==> config.mk <==
export PLATFORM = sky130hd
export DESIGN_NAME = mutative_cacheline_adapter_flat
export DESIGN_NICKNAME = d
export VERILOG_FILES = /design/src/rtl/mutative_cacheline_adapter_pkg.sv /design/src/rtl/mutative_cacheline_adapter_if.sv /design/src/rtl/mutative_cacheline_adapter.sv /design/src/flat_wrapper.sv
export SDC_FILE = /design/constraint.sdc
export NUM_CORES = 1
export LEC_CHECK = 0
export CAP_MARGIN = 20
export CORE_AREA = 2 2 287 289
export DETAILED_ROUTE_END_ITERATION = 10
export DIE_AREA = 0 0 289 291
export GPL_ROUTABILITY_DRIVEN = 0
export GPL_TIMING_DRIVEN = 0
export PLACE_DENSITY_LB_ADDON = 0.12
export SLEW_MARGIN = 20
export SYNTH_ARGS = -nofsm -noshare
export SYNTH_HDL_FRONTEND = slang
export SYNTH_SLANG_ARGS = --single-unit
==> constraint.sdc <==
create_clock -name clk -period 2.2 [get_ports clk]
set_input_delay 0.33 -clock clk [delete_from_list [all_inputs] [get_ports clk]]
set_output_delay 0.33 -clock clk [all_outputs]
set_load 0.005 [all_outputs]
==> src/rtl/mutative_cacheline_adapter_pkg.sv <==
// Shared constants, FSM state type and address helper for the cacheline-to-burst adapter.
package mutative_cacheline_adapter_pkg;

  localparam int unsigned ADP_ADDR_BITS = 32;
  localparam int unsigned ADP_LINE_BITS = 256;
  localparam int unsigned ADP_BEAT_BITS = 64;
  localparam int unsigned ADP_BURST_LEN = ADP_LINE_BITS / ADP_BEAT_BITS;

  typedef enum logic [2:0] {
    IDLE,
    WR_BURST,
    RD_CMD,
    RD_BURST,
    RESP
  } adapter_state_t;

  // Clears the byte-offset bits so the address points at the start of its line.
  function automatic logic [ADP_ADDR_BITS-1:0] line_align(
    input logic [ADP_ADDR_BITS-1:0] addr,
    input int unsigned              offs_bits
  );
    return addr & ~((32'd1 << offs_bits) - 32'd1);
  endfunction

endpackage

==> src/rtl/mutative_cacheline_adapter_if.sv <==
// Cache-facing line port (dfp) plus burst-memory port (bmem) of the adapter.
interface mutative_cacheline_adapter_if #(
  parameter int unsigned LINE_BITS = mutative_cacheline_adapter_pkg::ADP_LINE_BITS,
  parameter int unsigned BEAT_BITS = mutative_cacheline_adapter_pkg::ADP_BEAT_BITS
);

  logic [31:0]          dfp_addr;
  logic                 dfp_read;
  logic                 dfp_write;
  logic [LINE_BITS-1:0] dfp_wdata;
  logic [LINE_BITS-1:0] dfp_rdata;
  logic                 dfp_resp;

  logic [31:0]          bmem_addr;
  logic                 bmem_read;
  logic                 bmem_write;
  logic [BEAT_BITS-1:0] bmem_wdata;
  logic                 bmem_ready;
  logic [31:0]          bmem_raddr;
  logic [BEAT_BITS-1:0] bmem_rdata;
  logic                 bmem_rvalid;

  logic                 err;

  // The adapter itself.
  modport slave (
    input  dfp_addr, dfp_read, dfp_write, dfp_wdata,
    output dfp_rdata, dfp_resp,
    output bmem_addr, bmem_read, bmem_write, bmem_wdata,
    input  bmem_ready, bmem_raddr, bmem_rdata, bmem_rvalid,
    output err
  );

  // The surrounding cache and memory.
  modport master (
    output dfp_addr, dfp_read, dfp_write, dfp_wdata,
    input  dfp_rdata, dfp_resp,
    input  bmem_addr, bmem_read, bmem_write, bmem_wdata,
    output bmem_ready, bmem_raddr, bmem_rdata, bmem_rvalid,
    input  err
  );

endinterface

==> src/rtl/mutative_cacheline_adapter.sv <==
// Splits 256-bit line requests into 4 x 64-bit bmem bursts and reassembles read
// bursts into a single line response.
module mutative_cacheline_adapter
  import mutative_cacheline_adapter_pkg::*;
#(
  parameter int unsigned LINE_BITS = ADP_LINE_BITS,
  parameter int unsigned BEAT_BITS = ADP_BEAT_BITS
) (
  input logic                          clk,
  input logic                          rst,
  mutative_cacheline_adapter_if.slave  bus
);

  localparam int unsigned BURST_LEN = LINE_BITS / BEAT_BITS;
  localparam int unsigned CNT_BITS  = (BURST_LEN > 1) ? $clog2(BURST_LEN) : 1;
  localparam int unsigned OFFS_BITS = $clog2(LINE_BITS / 8);
  localparam logic [CNT_BITS-1:0] LAST_BEAT = CNT_BITS'(BURST_LEN - 1);

  adapter_state_t       r_state;
  logic [CNT_BITS-1:0]  r_beat_cnt;
  logic [LINE_BITS-1:0] r_line;
  logic [31:0]          r_addr;
  logic                 r_bmem_read;
  logic                 r_bmem_write;
  logic [BEAT_BITS-1:0] r_bmem_wdata;
  logic                 r_dfp_resp;
  logic [LINE_BITS-1:0] r_dfp_rdata;
  logic                 r_err;

  logic [CNT_BITS-1:0]  w_cnt_next;
  logic                 w_beat_hit;
  logic [LINE_BITS-1:0] w_line_fill;

  assign w_cnt_next = r_beat_cnt + 1'b1;
  assign w_beat_hit = bus.bmem_rvalid && (bus.bmem_raddr == r_addr);

  // Line buffer with the incoming beat merged in, so the final beat can be
  // presented on dfp_rdata in the same edge that captures it.
  always_comb begin
    w_line_fill = r_line;
    w_line_fill[BEAT_BITS*r_beat_cnt +: BEAT_BITS] = bus.bmem_rdata;
  end

  always_ff @(posedge clk or negedge rst) begin
    if (!rst) begin
      r_state      <= IDLE;
      r_beat_cnt   <= '0;
      r_line       <= '0;
      r_addr       <= '0;
      r_bmem_read  <= 1'b0;
      r_bmem_write <= 1'b0;
      r_bmem_wdata <= '0;
      r_dfp_resp   <= 1'b0;
      r_dfp_rdata  <= '0;
      r_err        <= 1'b0;
    end else begin
      case (r_state)
        IDLE: begin
          if (bus.dfp_write) begin
            r_addr       <= line_align(bus.dfp_addr, OFFS_BITS);
            r_line       <= bus.dfp_wdata;
            r_bmem_wdata <= bus.dfp_wdata[BEAT_BITS-1:0];
            r_bmem_write <= 1'b1;
            r_state      <= WR_BURST;
          end else if (bus.dfp_read) begin
            r_addr      <= line_align(bus.dfp_addr, OFFS_BITS);
            r_bmem_read <= 1'b1;
            r_state     <= RD_CMD;
          end
        end

        WR_BURST: begin
          if (bus.bmem_ready) begin
            if (r_beat_cnt == LAST_BEAT) begin
              r_bmem_write <= 1'b0;
              r_bmem_wdata <= '0;
              r_dfp_resp   <= 1'b1;
              r_dfp_rdata  <= '0;
              r_state      <= RESP;
            end else begin
              r_beat_cnt   <= w_cnt_next;
              r_bmem_wdata <= r_line[BEAT_BITS*w_cnt_next +: BEAT_BITS];
            end
          end
        end

        RD_CMD: begin
          if (bus.bmem_ready) begin
            r_bmem_read <= 1'b0;
            r_state     <= RD_BURST;
          end
        end

        RD_BURST: begin
          if (w_beat_hit) begin
            r_line <= w_line_fill;
            if (r_beat_cnt == LAST_BEAT) begin
              r_dfp_resp  <= 1'b1;
              r_dfp_rdata <= w_line_fill;
              r_state     <= RESP;
            end else begin
              r_beat_cnt <= w_cnt_next;
            end
          end else if (bus.bmem_rvalid) begin
            r_err <= 1'b1;
          end
        end

        RESP: begin
          r_dfp_resp  <= 1'b0;
          r_dfp_rdata <= '0;
          r_beat_cnt  <= '0;
          r_state     <= IDLE;
        end

        default: r_state <= IDLE;
      endcase
    end
  end

  assign bus.dfp_rdata  = r_dfp_rdata;
  assign bus.dfp_resp   = r_dfp_resp;
  assign bus.bmem_addr  = r_addr;
  assign bus.bmem_read  = r_bmem_read;
  assign bus.bmem_write = r_bmem_write;
  assign bus.bmem_wdata = r_bmem_wdata;
  assign bus.err        = r_err;

endmodule
==> src/flat_wrapper.sv <==
// flat-port wrapper written by rule: the top's interface ports become plain ports
module mutative_cacheline_adapter_flat import mutative_cacheline_adapter_pkg::*;
#(
  parameter int unsigned LINE_BITS = ADP_LINE_BITS,
  parameter int unsigned BEAT_BITS = ADP_BEAT_BITS
)
  (clk, rst, bus_dfp_addr, bus_dfp_read, bus_dfp_write, bus_dfp_wdata, bus_dfp_rdata, bus_dfp_resp, bus_bmem_addr, bus_bmem_read, bus_bmem_write, bus_bmem_wdata, bus_bmem_ready, bus_bmem_raddr, bus_bmem_rdata, bus_bmem_rvalid, bus_err);
  mutative_cacheline_adapter_if #(.LINE_BITS(LINE_BITS), .BEAT_BITS(BEAT_BITS)) bus_i ();
  input logic clk;
  input logic rst;
  input wire logic [$bits(bus_i.dfp_addr)-1:0] bus_dfp_addr;
  input wire logic [$bits(bus_i.dfp_read)-1:0] bus_dfp_read;
  input wire logic [$bits(bus_i.dfp_write)-1:0] bus_dfp_write;
  input wire logic [$bits(bus_i.dfp_wdata)-1:0] bus_dfp_wdata;
  output wire logic [$bits(bus_i.dfp_rdata)-1:0] bus_dfp_rdata;
  output wire logic [$bits(bus_i.dfp_resp)-1:0] bus_dfp_resp;
  output wire logic [$bits(bus_i.bmem_addr)-1:0] bus_bmem_addr;
  output wire logic [$bits(bus_i.bmem_read)-1:0] bus_bmem_read;
  output wire logic [$bits(bus_i.bmem_write)-1:0] bus_bmem_write;
  output wire logic [$bits(bus_i.bmem_wdata)-1:0] bus_bmem_wdata;
  input wire logic [$bits(bus_i.bmem_ready)-1:0] bus_bmem_ready;
  input wire logic [$bits(bus_i.bmem_raddr)-1:0] bus_bmem_raddr;
  input wire logic [$bits(bus_i.bmem_rdata)-1:0] bus_bmem_rdata;
  input wire logic [$bits(bus_i.bmem_rvalid)-1:0] bus_bmem_rvalid;
  output wire logic [$bits(bus_i.err)-1:0] bus_err;
  assign bus_i.dfp_addr = bus_dfp_addr;
  assign bus_i.dfp_read = bus_dfp_read;
  assign bus_i.dfp_write = bus_dfp_write;
  assign bus_i.dfp_wdata = bus_dfp_wdata;
  assign bus_dfp_rdata = bus_i.dfp_rdata;
  assign bus_dfp_resp = bus_i.dfp_resp;
  assign bus_bmem_addr = bus_i.bmem_addr;
  assign bus_bmem_read = bus_i.bmem_read;
  assign bus_bmem_write = bus_i.bmem_write;
  assign bus_bmem_wdata = bus_i.bmem_wdata;
  assign bus_i.bmem_ready = bus_bmem_ready;
  assign bus_i.bmem_raddr = bus_bmem_raddr;
  assign bus_i.bmem_rdata = bus_bmem_rdata;
  assign bus_i.bmem_rvalid = bus_bmem_rvalid;
  assign bus_err = bus_i.err;
  mutative_cacheline_adapter #(.LINE_BITS(LINE_BITS), .BEAT_BITS(BEAT_BITS)) u_core (.clk(clk), .rst(rst), .bus(bus_i));
endmodule
**After elaboration in Yosys (flattened, before gate mapping)**

Cells that the tools add are included.

- Memory bits (read-only): 0
- Word-level logic and storage cells: 85
- Memories kept: 0
- Bits in latches: 0
- Input port bits: 390
- Register bits after elaboration: 617
- Memory bits (writable): 0

- Multiply operators: 0
- Add/subtract/negate cells: 2
- Div/mod/pow operators: 0
- Equality and inequality tests: 15
- Bitwise gates (word level): 1
- $lt $le $gt $ge: 0
- Mux-type cells: 38
- Shift operators: 3
- Reduce and logical (&&, ||, !) cells: 16

Operators with widths:

| kind | count |
|---|---|
| 2-to-1 mux 256 bit | 6 |
| one-hot mux 256 bit (3 select lines) | 1 |
| one-hot mux 256 bit (2 select lines) | 1 |
| bitwise mux 256 bit | 1 |
| variable shift 64 x 34 -> 256 bit, first input constant | 1 |
| indexed part select 256 x 9 -> 64 bit | 1 |
| indexed part select 64 x 34 -> 256 bit | 1 |
| 2-to-1 mux 64 bit | 3 |
| one-hot mux 64 bit (2 select lines) | 1 |
| 2-to-1 mux 32 bit | 2 |
| negation 8 -> 34 bit | 1 |
| equality test 32 bit | 1 |
| 2-to-1 mux 3 bit | 6 |
| one-hot mux 3 bit (4 select lines) | 1 |
| AND reduction 3 bit | 4 |
| AND reduction 4 bit | 3 |
| inequality test 2 bit, second input constant | 5 |
| 2-to-1 mux 1 bit | 9 |
| nonzero test 2 bit | 4 |
| equality test 3 x 2 -> 1 bit, second input constant | 2 |
| 2-to-1 mux 2 bit | 3 |
| inequality test 2 x 1 -> 1 bit, second input constant | 3 |
| one-hot mux 2 bit (3 select lines) | 1 |
| AND reduction 5 bit | 1 |
| other kinds (12) | 13 |

**Depth between registers and ports, before layout**

- Depth in word-level cells: 6
- Depth in mapped cells: 9

**Worst setup path after synthesis**

OpenSTA, ideal clock, no wires.

- Path kind: register to register
- From: register u_core.r_beat_cnt[0]
- To: register u_core.r_line[100]
- Arrival: 2.202 ns
- Setup slack: -0.067 ns
- Library setup time: 0.065 ns
- Path buffers: 1
- Cell stages (with the launch flop): 9
- Period minus slack after synthesis: 2.267 ns
- Path through: dfrtp_1 inv_1 ha_1 nand2_1 nor3_1 clkbuf_1 a21oi_1 a31oi_1 o22a_1

- Cells in the longest elaborated chain, start to end: 5

Ends and longest elaborated chain:

| what | line | source |
|---|---|---|
| start, declared | mutative_cacheline_adapter.sv:20 | `logic [CNT_BITS-1:0] r_beat_cnt;` |
| start signal, assigned | mutative_cacheline_adapter.sv:81 | `r_beat_cnt <= w_cnt_next;` |
| start signal, assigned | mutative_cacheline_adapter.sv:102 | `r_beat_cnt <= w_cnt_next;` |
| negation 8 -> 34 bit * | mutative_cacheline_adapter.sv:41 | `w_line_fill[BEAT_BITS*r_beat_cnt +: BEAT_BITS] = bus.bmem_rdata;` |
| indexed part select 64 x 34 -> 256 bit or variable shift 64 x 34 -> 256 bit (tied branches) | mutative_cacheline_adapter.sv:41 |  |
| bitwise mux 256 bit * | mutative_cacheline_adapter.sv:41 |  |
| 2-to-1 mux 256 bit * | mutative_cacheline_adapter.sv:95 | `if (w_beat_hit) begin` |
| one-hot mux 256 bit (2 select lines) * | mutative_cacheline_adapter.sv:57 | `case (r_state)` |
| end signal, assigned | mutative_cacheline_adapter.sv:61 | `r_line <= bus.dfp_wdata;` |
| end signal, assigned | mutative_cacheline_adapter.sv:96 | `r_line <= w_line_fill;` |
| end, declared | mutative_cacheline_adapter.sv:21 | `logic [LINE_BITS-1:0] r_line;` |

Mark *: on every way between the ends. The rest lies on a longest branch, timed or not. The select of a mux whose other input is x is not followed.
A chain may end at the register's enable or synchronous reset.

**Worst setup path after layout**

- From: register u_core.r_addr[15] (netlist: u_core.bus.bmem_addr[15])
- To: register u_core.r_line[195]

- Cells in the longest elaborated chain, start to end: 4

Ends and longest elaborated chain:

| what | line | source |
|---|---|---|
| start, declared | mutative_cacheline_adapter.sv:22 | `logic [31:0] r_addr;` |
| start signal, assigned | mutative_cacheline_adapter.sv:60 | `r_addr <= line_align(bus.dfp_addr, OFFS_BITS);` |
| start signal, assigned | mutative_cacheline_adapter.sv:66 | `r_addr <= line_align(bus.dfp_addr, OFFS_BITS);` |
| equality test 32 bit | mutative_cacheline_adapter.sv:35 | `assign w_beat_hit = bus.bmem_rvalid && (bus.bmem_raddr == r_addr);` |
| logical AND 1 bit | mutative_cacheline_adapter.sv:35 |  |
| inequality test 2 x 1 -> 1 bit (no source line) | -- |  |
| AND reduction 3 bit (no source line) | -- |  |

No other way between the ends.

==> summary.md <==
| Metric | Value |
|---|---|
| Largest delay share family, worst path | `simple AND/OR/NAND/NOR gates` |
| Ys async rst share | `100%` |
| DP HPWL | `108 mm` |
| #FFs+latches synth | `612` |
| Worst-skew pair later-pin latency | `0.63 ns` |
| First-pass GRT wire length | `206 mm` |
| CP max FO | `7` |
| Reg-to-reg endpoint | `u_core.r_line[195]` |
| TritonCTS clock tree | `done` |
| H-tree Lvls | `3` |
| Root Buffer | `clkbuf_16` |
| Std cell rows | `105` |
| Inst Count DP | `4674` |
| Reg2reg path depth | `11` |
| Critical-path top delay cell | `dfrtp_1` |
| Antenna viol nets, final | `0` |
| Cell count along the critical path | `11` |
| Syn Area/Cell | `10.6 um2` |
| Hold Crit Class | `in -> reg` |
| Most used cell, CP | `buf_12` |
| Initial antenna violation count | `9` |
| Cell Count, Final, Fillers Out | `4845` |
| CTS buffer count | `72` |
| Clock slew at reported path FFs | `0.06 ns` |
| CP peak stage delay | `0.42 ns` |
| VDD IR max | `0.729 mV` |
| Post-Place Worst Slack | `-1.56 ns` |
| Remaining DRCs | `0` |
| R2R Path Start | `u_core.bus.bmem_addr[15]` |
| Largest net degree at the start of global routing | `94` |
| Yosys warnings | `0` |
| Failing checks | `negative setup slack` |
| Cell variety after synth | `48` |
| CP startpoint kind | `flop` |
| Post-DR vias/cell | `5.97` |
| Worst path cell trace | `xor2_2 > nor4_2 > nand4b_1 > nor4_4 > buf_6 > buf_12 > buf_12 > buf_16 > buf_12 > a31oi_1 > o22a_1` |
| Final period utilization | `124%` |
| Share of the yosys chip area belonging to registers | `50.4%` |
| Ports | `746` |
| Cell Pwr Density | `1450 mW/mm2` |
| Synthesized cell area | `0.0304 mm2` |
| WP buf/inv | `5` |
| # setup viols final | `575` |
| CTS Buffer Depth | `3` |
| Final slew viol count | `0` |
| Final Net Count | `4112` |
| Least-Margin Pin Slew | `0.780 ns` |
| Die height | `291 um` |
| Status | `finished, violations left` |
| Synthesis-to-layout area growth | `45.5%` |
| Core ar. | `0.0812 mm2` |
| Main synth FF type | `dfrtp_1` |
| First-pass iteration count of the detailed router | `6` |
| Max Cap Violations | `0` |
| Final hold viol count | `0` |
| RSZ-0062 raised after global routing | `true` |
| Die width | `289 um` |
| GRT Util Overall | `33.6%` |
| Static Leak | `17.5 nW` |
| Via count | `28918` |
| Clk_skew | `0.0192 ns` |
| Share of cells above drive strength 1 | `15.9%` |
| Maximum clock rate | `366 MHz` |
| Worst setup endpoint | `u_core.r_line[195]` |
| Flop-to-flop setup slack | `-0.54 ns` |
| WP data arrival | `3.22 ns` |
| Setup TNS | `-216.77 ns` |
| Cell count after synthesis | `2853` |
| Starting Density | `37.4%` |
| Worst setup margin | `-0.535 ns` |
| Die footprint | `0.0841 mm2` |
| Req. time, crit path | `2.69 ns` |
| Crit path from | `u_core.bus.bmem_addr[15]` |
| Crit Path Category | `reg -> reg` |
| Routed len/inst | `30.1 um` |
| Min Tclk post-route | `2.74 ns` |
| Post-synth EDFFs | `0` |
| Max_slew headroom | `48.0%` |
| Design Power | `0.0642 W` |
| Vias in the first global route | `28921` |
| Routed Wire Length | `146 mm` |
| Crit. End Element | `flop` |
| DR iter-0 viols | `2631` |
| IO Port Bufs | `735` |
| Clk sink count | `612` |
| Overflow after GRT | `0` |
## sequential cells by signal, indices dropped and copies added, names as in the netlist
name,cells
u_core.bus.bmem_addr,27
u_core.bus.bmem_read,1
u_core.bus.bmem_wdata,64
u_core.bus.bmem_write,1
u_core.bus.dfp_rdata,256
u_core.bus.dfp_resp,1
u_core.bus.err,1
u_core.r_beat_cnt,2
u_core.r_line,256
u_core.r_state,3
## cells in the mapped netlist (2+ instances only)
cell       count  area, um2
dfrtp_1      612      15300
nor2_1       266        998
nor2b_1      259       1620
a21oi_1      258       1290
a31oi_1      258       1610
o22a_1       256       2240
o2bb2ai_1    256       2240
clkbuf_1     182        683
nand2_1       75        282
o21ai_0       75        375
a22oi_1       64        480
mux4_2        64       1440
buf_6         46        518
buf_2         39        195
buf_1         28        105
mux2_2        25        282
xor2_1        20        175
inv_1         14       52.6
buf_4          7       52.6
ha_1           6       75.1
nor3_1         5       25.0
nor4_1         5       31.3
o21ai_1        3       15.0
nand2b_1       2       12.5
nand4_1        2       12.5
o21a_1         2       15.0
o22ai_1        2       12.5
xnor2_1        2       17.5
## metal layers
metal,wire length [um],track usage (%)
met5,38,0
met1,60400,45.3
met3,10700,5.64
met4,6420,14.4
met2,68200,53.2
## layout by cell type, fill, tap and decap left out, types with 12 or more instances in the layout
cell type,instances
a21oi_1,241
a21oi_2,16
a22oi_1,63
a31oi_1,239
a31oi_2,12
buf_12,32
buf_16,13
buf_2,18
buf_4,47
buf_6,34
buf_8,18
clkbuf_1,89
clkbuf_16,88
clkbuf_2,63
clkbuf_4,20
clkbuf_8,31
clkdlybuf4s50_1,734
dfrtp_1,610
inv_1,13
mux2_2,25
mux4_2,64
nand2_1,75
nor2_1,264
nor2b_1,258
o21ai_0,75
o22a_1,256
o2bb2ai_1,182
o2bb2ai_2,68
xor2_1,19
## worst min path at each step
stage,start,endpoint,slack (ns),cells after the start
floorplan,rst,u_core.bus.bmem_addr[10],0.03,0
global route,bus_dfp_addr[24],u_core.bus.bmem_addr[24],0.32,2
CTS,bus_dfp_addr[12],u_core.bus.bmem_addr[12],0.25,3
finish,bus_dfp_addr[12],u_core.bus.bmem_addr[12],0.28,3
detailed placement,rst,u_core.bus.dfp_rdata[81],0.36,1
global placement,u_core.bus.err,u_core.bus.err,0.46,1
## cell families (layout without fill, tap and decap cells)
logic type | count (synthesis) | after routing | synth area share (%)
and+or+nand+nor | 621 | 621 | 10.0
xor gates and xnor gates | 22 | 22 | 0.634
adders and majority gates | 6 | 6 | 0.247
AOI/OAI and AO/OA | 1184 | 1184 | 27.6
buffers and inverters | 317 | 1229 | 5.34
other | 1 | 11 | 0.0123
muxes | 90 | 90 | 5.71
DFF | 612 | 612 | 50.4
## timing repair
item                                    4_1_cts  5_1_grt
endpoints found under the setup margin      611      675
cloned                                        4        7
resized for setup                           284      201
hold buffers                                  1        0
pin swaps                                    22       27
buffers inserted                             15       13
endpoints found under the hold margin        69        0
## worst register-to-register path, stage by stage, from the launching register on
cell      delay (ns)
dfrtp_1         0.42
xor2_2          0.17
nor4_2          0.27
nand4b_1        0.27
nor4_4          0.35
buf_6           0.18
buf_12          0.16
buf_12          0.13
buf_16          0.16
buf_12          0.15
a31oi_1         0.12
o22a_1          0.23
## area by class of cell
class | count | area (um2)
Fill cell | 7281 | 37000
Sequential cell | 612 | 15300
Multi-Input combinational cell | 1928 | 14300
Timing Repair Buffer | 786 | 8230
Buffer | 302 | 2490
Clock buffer | 110 | 2210
Tap cell | 1070 | 1340
Clock inverter | 17 | 179
Inverter | 14 | 56.3
Antenna cell | 6 | 15.0
## stage by stage
step / hold WS, ns / cell area, um2 / utilization, %
2_1_floorplan: 0.0344 / 30400 / -
3_3_place_gp: 0.455 / 39100 / 48.2
3_5_place_dp: 0.362 / 39400 / 48.6
4_1_cts: 0.254 / 43000 / 53.0
5_1_grt: 0.316 / 44200 / 54.4
6_report: 0.280 / 44200 / 54.4
## power breakdown
part	leakage [nW]	switching, W	internal [W]
combinational	8.69	0.0201	0.0141
clock	1.19	0.00508	0.00726
sequential	7.60	0.00296	0.0146
Power figures use the tool's default switching activity.
